===== config.mk =====
export PLATFORM = sky130hd
export DESIGN_NAME = load_store_unit
export DESIGN_NICKNAME = d
export VERILOG_FILES = /design/src/rtl/load_store_unit.sv
export SDC_FILE = /design/constraint.sdc
export NUM_CORES = 1
export LEC_CHECK = 0
export BUFFER_PORTS_ARGS = -buffer_cell sky130_fd_sc_hd__buf_2
export CAP_MARGIN = 20
export CELL_PAD_IN_SITES_DETAIL_PLACEMENT = 0
export CELL_PAD_IN_SITES_GLOBAL_PLACEMENT = 1
export CORE_ASPECT_RATIO = 0.8
export CORE_MARGIN = 2
export CORE_UTILIZATION = 40
export CTS_CLUSTER_SIZE = 28
export DETAILED_ROUTE_END_ITERATION = 6
export HOLD_SLACK_MARGIN = 0.12
export PLACE_DENSITY = 0.9
export SYNTH_ARGS = -nofsm -noshare
export SYNTH_HDL_FRONTEND = slang
export SYNTH_SLANG_ARGS = --single-unit

===== constraint.sdc =====
create_clock -name clk -period 3.8 [get_ports clk]
set_clock_uncertainty 0.05 [all_clocks]
set_input_delay 0.19 -clock clk [delete_from_list [all_inputs] [get_ports clk]]
set_output_delay 0.19 -clock clk [all_outputs]
set_load 0.01 [all_outputs]

===== src/rtl/load_store_unit.sv =====
// rtl/load_store_unit.sv - byte-addressed load/store front end for a word-wide synchronous RAM
//
// Purpose:
//   Converts core load/store requests (byte address, size, signedness) into
//   word-indexed accesses on RAM port A with per-byte write enables. It aligns
//   and extends the returned load data. Accesses that cross a 32-bit word
//   boundary are issued as two back-to-back word accesses.
//
// Ports:
//   clk, reset          clock and synchronous active-high reset
//   req_valid/ready     request handshake; ready only while idle
//   req_address         byte address
//   req_write           1 = store, 0 = load
//   req_size            0 = byte, 1 = half, 2 = word, 3 = reserved (faults)
//   req_signed          sign-extend loads
//   req_write_data      right-aligned store data
//   resp_valid          one-cycle completion pulse
//   resp_read_data      aligned/extended load data, 0 for stores and faults
//   resp_fault          access was rejected and not performed
//   ram_address         word index to RAM port A
//   ram_write_enable    byte-lane write enables
//   ram_write_data      lane-shifted store data
//   ram_read_data       RAM port A read data, one cycle after the address

module load_store_unit #(
    parameter int RAM_WORDS = 8192
) (
    input  logic        clk,
    input  logic        reset,
    input  logic        req_valid,
    output logic        req_ready,
    input  logic [31:0] req_address,
    input  logic        req_write,
    input  logic [1:0]  req_size,
    input  logic        req_signed,
    input  logic [31:0] req_write_data,
    output logic        resp_valid,
    output logic [31:0] resp_read_data,
    output logic        resp_fault,
    output logic [31:0] ram_address,
    output logic [3:0]  ram_write_enable,
    output logic [31:0] ram_write_data,
    input  logic [31:0] ram_read_data
);

    typedef enum logic [1:0] {
        IDLE  = 2'd0,
        WAIT1 = 2'd1,
        WAIT2 = 2'd2,
        FAULT = 2'd3
    } state_t;

    localparam logic [31:0] RAM_LIMIT = 32'(RAM_WORDS);

    state_t state;

    // Request decode, only meaningful in IDLE
    logic [1:0]  off;
    logic [29:0] w0;
    logic [29:0] w1;
    logic [2:0]  nbytes;
    logic [3:0]  nmask;
    logic        split;
    logic        req_fault;
    logic [7:0]  lane_mask8;
    logic [63:0] store_shift64;

    // Latched request for the WAIT states
    logic [1:0]  l_off;
    logic [1:0]  l_size;
    logic        l_write;
    logic        l_signed;
    logic        l_split;
    logic [29:0] l_w1;
    logic [3:0]  l_hi_mask;
    logic [31:0] l_hi_data;
    logic [31:0] lo_word;

    // Load assembly
    logic [63:0] assembled;
    logic [31:0] raw;
    logic [31:0] load_result;

    assign off = req_address[1:0];
    assign w0  = req_address[31:2];
    assign w1  = w0 + 30'd1;

    always_comb begin
        nbytes = 3'd4;
        nmask  = 4'b1111;
        case (req_size)
            2'd0: begin nbytes = 3'd1; nmask = 4'b0001; end
            2'd1: begin nbytes = 3'd2; nmask = 4'b0011; end
            default: begin nbytes = 3'd4; nmask = 4'b1111; end
        endcase
    end

    assign split = ({1'b0, off} + nbytes) > 3'd4;

    // Both word indices are checked up front so a bad second word also
    // suppresses the first-word write.
    assign req_fault = (req_size == 2'd3)
                    || ({2'b00, w0} >= RAM_LIMIT)
                    || (split && ({2'b00, w1} >= RAM_LIMIT));

    // Lanes [3:0] belong to word 0 and lanes [7:4] spill into word 1; the
    // same split applies to the 64-bit shifted store data.
    assign lane_mask8    = {4'b0000, nmask} << off;
    assign store_shift64 = {32'd0, req_write_data} << {off, 3'b000};

    always_ff @(posedge clk) begin
        if (reset) begin
            state     <= IDLE;
            l_off     <= 2'd0;
            l_size    <= 2'd0;
            l_write   <= 1'b0;
            l_signed  <= 1'b0;
            l_split   <= 1'b0;
            l_w1      <= 30'd0;
            l_hi_mask <= 4'd0;
            l_hi_data <= 32'd0;
            lo_word   <= 32'd0;
        end else begin
            case (state)
                IDLE: begin
                    if (req_valid) begin
                        if (req_fault) begin
                            state <= FAULT;
                        end else begin
                            l_off     <= off;
                            l_size    <= req_size;
                            l_write   <= req_write;
                            l_signed  <= req_signed;
                            l_split   <= split;
                            l_w1      <= w1;
                            l_hi_mask <= lane_mask8[7:4];
                            l_hi_data <= store_shift64[63:32];
                            state     <= WAIT1;
                        end
                    end
                end
                WAIT1: begin
                    lo_word <= ram_read_data;
                    state   <= l_split ? WAIT2 : IDLE;
                end
                WAIT2:   state <= IDLE;
                default: state <= IDLE;
            endcase
        end
    end

    // In WAIT2 the low bytes come from the word captured in WAIT1 and the
    // high bytes from the live read data; otherwise the live word alone.
    assign assembled = (state == WAIT2) ? {ram_read_data, lo_word}
                                        : {32'd0, ram_read_data};
    assign raw = assembled[{l_off, 3'b000} +: 32];

    always_comb begin
        load_result = raw;
        case (l_size)
            2'd0:    load_result = {{24{l_signed & raw[7]}},  raw[7:0]};
            2'd1:    load_result = {{16{l_signed & raw[15]}}, raw[15:0]};
            default: load_result = raw;
        endcase
    end

    always_comb begin
        req_ready        = 1'b0;
        resp_valid       = 1'b0;
        resp_fault       = 1'b0;
        resp_read_data   = 32'd0;
        ram_address      = 32'd0;
        ram_write_enable = 4'd0;
        ram_write_data   = 32'd0;
        if (!reset) begin
            case (state)
                IDLE: begin
                    req_ready = 1'b1;
                    if (req_valid && !req_fault) begin
                        ram_address = {2'b00, w0};
                        if (req_write) begin
                            ram_write_enable = lane_mask8[3:0];
                            ram_write_data   = store_shift64[31:0];
                        end
                    end
                end
                WAIT1: begin
                    if (l_split) begin
                        ram_address = {2'b00, l_w1};
                        if (l_write) begin
                            ram_write_enable = l_hi_mask;
                            ram_write_data   = l_hi_data;
                        end
                    end else begin
                        resp_valid     = 1'b1;
                        resp_read_data = l_write ? 32'd0 : load_result;
                    end
                end
                WAIT2: begin
                    resp_valid     = 1'b1;
                    resp_read_data = l_write ? 32'd0 : load_result;
                end
                default: begin
                    resp_valid = 1'b1;
                    resp_fault = 1'b1;
                end
            endcase
        end
    end

endmodule


==> results_dict.tcl, run 1 <==
set metrics [dict create \
    timing_worst_setup_path_type "primary input to primary output" \
    ioPinCount 206 \
    syn_avg_cell_area_um2 7.92 \
    mostFrequentLayoutCells "buf_2, nand2_1, dfxtp_1" \
    crit_path_max_incr_delay_ns 0.52 \
    die_w_um 153 \
    globalplace.congestion 0.896 \
    p_per_area_mw_per_mm2 285 \
    layout-drive-gt1-share_pct 28.1 \
    start_util_pct 40.8 \
    clock.fmax_mhz 277 \
    path_clk_slew_ns 0.06 \
    coreArea_mm2 0.0174 \
    worstPathRequired_ns 3.56 \
    fin_nets 1201 \
    drv_slew 0 \
    startpoint_type "primary input" \
    grtUsageMet3_pct 4.21 \
    r2r.worst_path.cells 6 \
    grt.met1_usage_pct 31.2 \
    fin_setup_tns_ns 0 \
    outcome "finished, final reports clean" \
    antenna_found_initial 2 \
    hold_viol 0 \
    tightest_slew_ns 1.06 \
    synthFlopType "dfxtp_1" \
    yosysUniqueCellTypes 57 \
    gr-max-usage-layer "met2" \
    dp_hpwl_um 15800 \
    drv_cap 0 \
    syn_area_mm2 0.00709 \
    drc 0 \
    critPathTopFamily "compound AO/OA/AOI/OAI gates" \
    critPathSlowestCell "dlygate4sd3_1" \
    vias 7249 \
    cp_num_cells 13 \
    stdcell_count 1320 \
    worst_slack_ns 0.190 \
    whs_ns 0.141 \
    path_max_fanout 38 \
    dr.pass1.iters 7 \
    insertion_delay_ns 0.35 \
    synth_largest_area_cell "dfxtp_1" \
    hp-class "primary input to flip-flop" \
    ys_async_sr_fraction_pct 0 \
    port_buffers 203 \
    crit_top_cell "buf_2" \
    cp-end-kind "primary output" \
    synth-seq-cells 98 \
    grt_use_total_pct 23.0 \
    clock-sinks 98 \
    first_global_vias 6813 \
    ys_warn_count 0 \
    rsz0062_at_grt "no" \
    worstReg2RegStart "state[0]" \
    ys_seq_area_share_pct 27.7 \
    finalSetupViolations 0 \
    postSynthCellCount 896 \
    ir_drop_mv 0.185 \
    regToRegSetupSlack_ns 2.03 \
    path_cells "dlygate4sd3_1, buf_2, ha_2, and4_4, nand4_4, a2111o_1, a22oi_1, o2111a_2, a31o_4, nand3_2, buf_8, a2111oi_2, buf_2" \
    viasPerCell 5.49 \
    reg2reg_to "l_off[1]" \
    cts_htree_levels 3 \
    dpl.cell_count 1260 \
    grt.overflow.total 0 \
    clock_path_buffers 2 \
    met2_usage_pct 37.5 \
    relSlewSlack_pct 29.3 \
    crit_buf_inv 4 \
    place_ws_ns 0.635 \
    grt_pass1_wl_um 35000 \
    synth_edf_count 0 \
    dieArea_mm2 0.0188 \
    clock_tree.root_cell "clkbuf_16" \
    wirelength_um 22400 \
    cts-buffers-inserted 9 \
    wl_per_cell_um 17.0 \
    period_needed_ns 3.61 \
    cts_tree "yes" \
    critPathCapture "ram_write_enable[3]" \
    crit_start "req_address[2]" \
    syn2layout_area_growth_pct 25.8 \
    post-route-period-util_pct 95.0 \
    final_common_cell "buf_2" \
    leakage_nw 3.71 \
    drt-initial-drc-count 522 \
    num_rows 43 \
    die_h_um 123 \
    finish.utilization_pct 51.4 \
    postCtsSetupBuffers 0 \
    ant_nets 0 \
    cp.arrival_ns 3.37 \
    synth_top_area_share_pct 27.7 \
    synthTopCellsByArea "dfxtp_1, mux2i_1, nand2_1" \
    grt_max_degree 95 \
]
per-stage QoR:
| step | area (um^2) | total power [mW] |
|---|---|---|
| 2_1_floorplan | 7100 | 1.42 |
| 3_3_place_gp | 8180 | 1.59 |
| 3_5_place_dp | 8180 | 1.60 |
| 4_1_cts | 8910 | 2.56 |
| 5_1_grt | 8920 | 2.66 |
| 6_report | 8920 | 2.55 |
final cells by class:
type	count	area, um^2
clock buffers	11	243
multi-input cells	705	4740
repair buffers	262	1590
fillers	1745	8450
diodes	2	5.00
flip-flops and latches	98	1960
clock inverters	4	52.6
inverters	13	48.8
well taps	225	282
routing by layer:
metal | part of all wire (%) | wire, um
met5 | 0 | 0
met4 | 2.0 | 454
met3 | 5.0 | 1120
met2 | 46 | 10200
met1 | 47 | 10600
synthesized netlist by cell type (4+ instances only):
library cell  count
a2111oi_2         8
a211oi_1          9
a21oi_1          41
a22o_1           11
a31o_2            4
and2_1           19
and3_1           22
buf_1            15
buf_2            14
clkbuf_1         47
dfxtp_1          98
ha_1              8
inv_1            12
mux2_2           16
mux2i_1          86
mux4_2           14
nand2_1         103
nand3_1          64
nand4_1          11
nor2_1           94
nor2b_1          10
nor3_1           12
nor4_1            6
o21ai_0          76
o31ai_1          23
o31ai_2          10
or2_2             5
xnor2_1          10
xor2_1            7
power breakdown:
part	switching, mW	internal [mW]	leakage [nW]
sequential	0.0160	1.05	0.793
clock	0.405	0.527	0.146
combinational	0.310	0.236	2.77
total	0.732	1.81	3.71
flip-flops by register name, summed over array words and instances, names as in the netlist:
name and flops:
l_write 1, l_split 1, state 2, l_size 2
l_w1 30, l_hi_mask 3, lo_word 32, l_signed 1
l_off 2, l_hi_data 24
logic make-up after synthesis:
logic type,Yosys count,synth area share (%)
multiplexers,116,19.1
AND/OR/NAND/NOR,365,24.6
buffers and inverters,94,5.64
flip-flops,98,27.7
XOR/XNOR,17,2.10
other,1,0.0529
adder cells (fa/ha/maj),9,1.69
AO/OA/AOI/OAI,196,19.1
timing repair:
item / 4_1_cts / 5_1_grt
resized for setup: 0 / 4
hold endpoints to repair: 43 / 0
endpoints found under the setup margin: 0 / 25
hold buffers: 43 / 0
worst register-to-register path: cells and delay by family (launching register included):
kind / cells / cell delay, ns
AO/OA/AOI/OAI: 2 / 0.40
AND/OR/NAND/NOR: 1 / 0.14
flip-flops: 1 / 0.39
buffers and inverters: 2 / 0.44
adder cells (fa/ha/maj): 1 / 0.24
worst min-delay path by stage:
| stage | start | to | cells after the start |
|---|---|---|---|
| global route | req_size[1] | l_hi_mask[1] | 3 |
| global placement | ram_read_data[28] | lo_word[28] | 3 |
| finish | req_size[1] | l_size[1] | 3 |
| detailed placement | ram_read_data[28] | lo_word[28] | 3 |
| CTS | req_size[1] | l_size[1] | 3 |
| floorplan | req_address[2] | l_w1[0] | 1 |
No activity file was read; power rests on OpenSTA's default activity.
==> run 2: changes to the inputs <==
==> config.mk (replaced) <==
export PLATFORM = sky130hd
export DESIGN_NAME = load_store_unit
export DESIGN_NICKNAME = d
export VERILOG_FILES = /design/src/rtl/load_store_unit.sv
export SDC_FILE = /design/constraint.sdc
export NUM_CORES = 1
export LEC_CHECK = 0
export BUFFER_PORTS_ARGS = -buffer_cell sky130_fd_sc_hd__buf_2
export CAP_MARGIN = 20
export CELL_PAD_IN_SITES_DETAIL_PLACEMENT = 1
export CELL_PAD_IN_SITES_GLOBAL_PLACEMENT = 2
export CORE_ASPECT_RATIO = 0.8
export CORE_MARGIN = 2
export CORE_UTILIZATION = 32
export CTS_CLUSTER_SIZE = 28
export DETAILED_ROUTE_END_ITERATION = 6
export HOLD_SLACK_MARGIN = 0.12
export PLACE_DENSITY = 0.91
export SYNTH_ARGS = -nofsm -noshare
export SYNTH_HDL_FRONTEND = slang
export SYNTH_SLANG_ARGS = --single-unit
==> results_dict.tcl, run 2 (same netlist as run 1, synthesis figures left out) <==
set metrics [dict create \
    worstPathRequired_ns 3.56 \
    ioPinCount 206 \
    cts_tree "yes" \
    layout-drive-gt1-share_pct 28.2 \
    stdcell_count 1392 \
    p_per_area_mw_per_mm2 288 \
    largest_register_ffs 32 \
    final_common_cell "buf_2" \
    fin_setup_tns_ns 0 \
    insertion_delay_ns 0.34 \
    drc 0 \
    clock_path_buffers 2 \
    worstReg2RegStart "state[1]" \
    p_clk_share_pct 37.0 \
    p_comb_share_pct 21.6 \
    mostFrequentLayoutCells "buf_2, nand2_1, dfxtp_1" \
    first_global_vias 7333 \
    dpl.cell_count 1335 \
    path_max_fanout 18 \
    cts_htree_levels 3 \
    post-route-period-util_pct 89.4 \
    leakage_nw 3.70 \
    timing_worst_setup_path_type "flip-flop to primary output" \
    fin_nets 1198 \
    hp-class "primary input to flip-flop" \
    drt-initial-drc-count 368 \
    worst_slack_ns 0.403 \
    place_area_mm2 0.00828 \
    p_sw_share_pct 29.2 \
    p_switching_mw 0.755 \
    start_util_pct 32.7 \
    tightest_slew_ns 0.930 \
    fillCellCount 2660 \
    ir_drop_mv 0.260 \
    wl_per_cell_um 18.4 \
    grt_use_total_pct 21.8 \
    dp_hpwl_um 18500 \
    p_int_mw 1.83 \
    largest_registers "lo_word x32, l_w1 x30, l_hi_data x24" \
    whs_ns 0.135 \
    cp-end-kind "primary output" \
    viasPerCell 5.33 \
    min_from "ram_read_data[2]" \
    syn2layout_area_growth_pct 26.7 \
    clock-sinks 98 \
    grt_max_degree 113 \
    cts-buffers-inserted 9 \
    drv_cap 0 \
    port_buffers 203 \
    drv_slew 0 \
    p_seq_share_pct 41.3 \
    wirelength_um 25700 \
    vias 7413 \
    period_needed_ns 3.40 \
    globalplace.congestion 0.884 \
    clock.fmax_mhz 294 \
    fin_total_pwr_mw 2.59 \
    outcome "finished, final reports clean" \
    finalSetupViolations 0 \
    dr.pass1.iters 4 \
    hold_viol 0 \
    num_rows 48 \
    die_h_um 137 \
    startpoint_type "flip-flop" \
    regMostFlops "lo_word" \
    dieArea_mm2 0.0234 \
    finish.utilization_pct 41.5 \
    crit_start "state[0]" \
    antenna_found_initial 4 \
    ant_nets 0 \
    relSlewSlack_pct 37.9 \
    die_w_um 170 \
    coreArea_mm2 0.0217 \
    rsz0062_at_grt "no" \
    stdcell_area_mm2 0.00899 \
    grt.overflow.total 0 \
    grt_pass1_wl_um 40200 \
    clock_tree.root_cell "clkbuf_16" \
    place_ws_ns 0.527 \
    path_clk_slew_ns 0.07 \
    cp.arrival_ns 3.16 \
]
==> run 2: power by group through the flow <==
stage / clock network [mW] / logic [mW] / registers, mW
2_1_floorplan: 0 / 0.328 / 1.09
3_3_place_gp: 0 / 0.513 / 1.09
3_5_place_dp: 0 / 0.522 / 1.09
4_1_cts: 0.983 / 0.558 / 1.07
5_1_grt: 1.02 / 0.614 / 1.07
6_report: 0.957 / 0.559 / 1.07
==> run 2: layout make-up <==
class	instances	area, um^2	area share (%)
multi-input combinational	705	4740	52.8
sequential	98	1960	21.8
timing repair buffer	259	1550	17.2
tap	300	375	4.18
clock buffer	11	253	2.81
clock inverter	4	51.3	0.571
inverter	13	48.8	0.543
antenna	2	5.00	0.0557
==> run 2: what timing repair did <==
| action | 4_1_cts | 5_1_grt |
|---|---|---|
| hold buffers | 40 | 0 |
| setup buffers | 0 | 0 |
| resized for setup | 0 | 0 |
| hold endpoints to repair | 40 | 0 |
==> run 2: critical path: stages, from the launching register on <==
cell	delay (ns)
dfxtp_1	0.34
inv_1	0.09
ha_2	0.51
and2_1	0.45
nand2_1	0.09
o21ai_0	0.12
a21oi_1	0.12
mux2i_1	0.14
a21oi_1	0.07
or2_2	0.46
nor2_1	0.24
buf_2	0.17
==> run 2: final timing paths <==
check                            end  slack, ns  depth (start not counted)
setup / recovery  resp_read_data[25]       0.40                         11
setup reg to reg            l_off[1]       1.99                          6
hold reg to reg         l_hi_data[0]       0.42                          2
hold / removal            lo_word[2]       0.13                          3
==> run 2: per-layer routing <==
layer  wire length (um)  GRT usage, %  vias up
li1                   -             -     3598
met1              12400          29.7     3620
met2              11800          35.6      164
met3               1110          4.51       29
met4                299          4.65        2
met5                 13             0        -
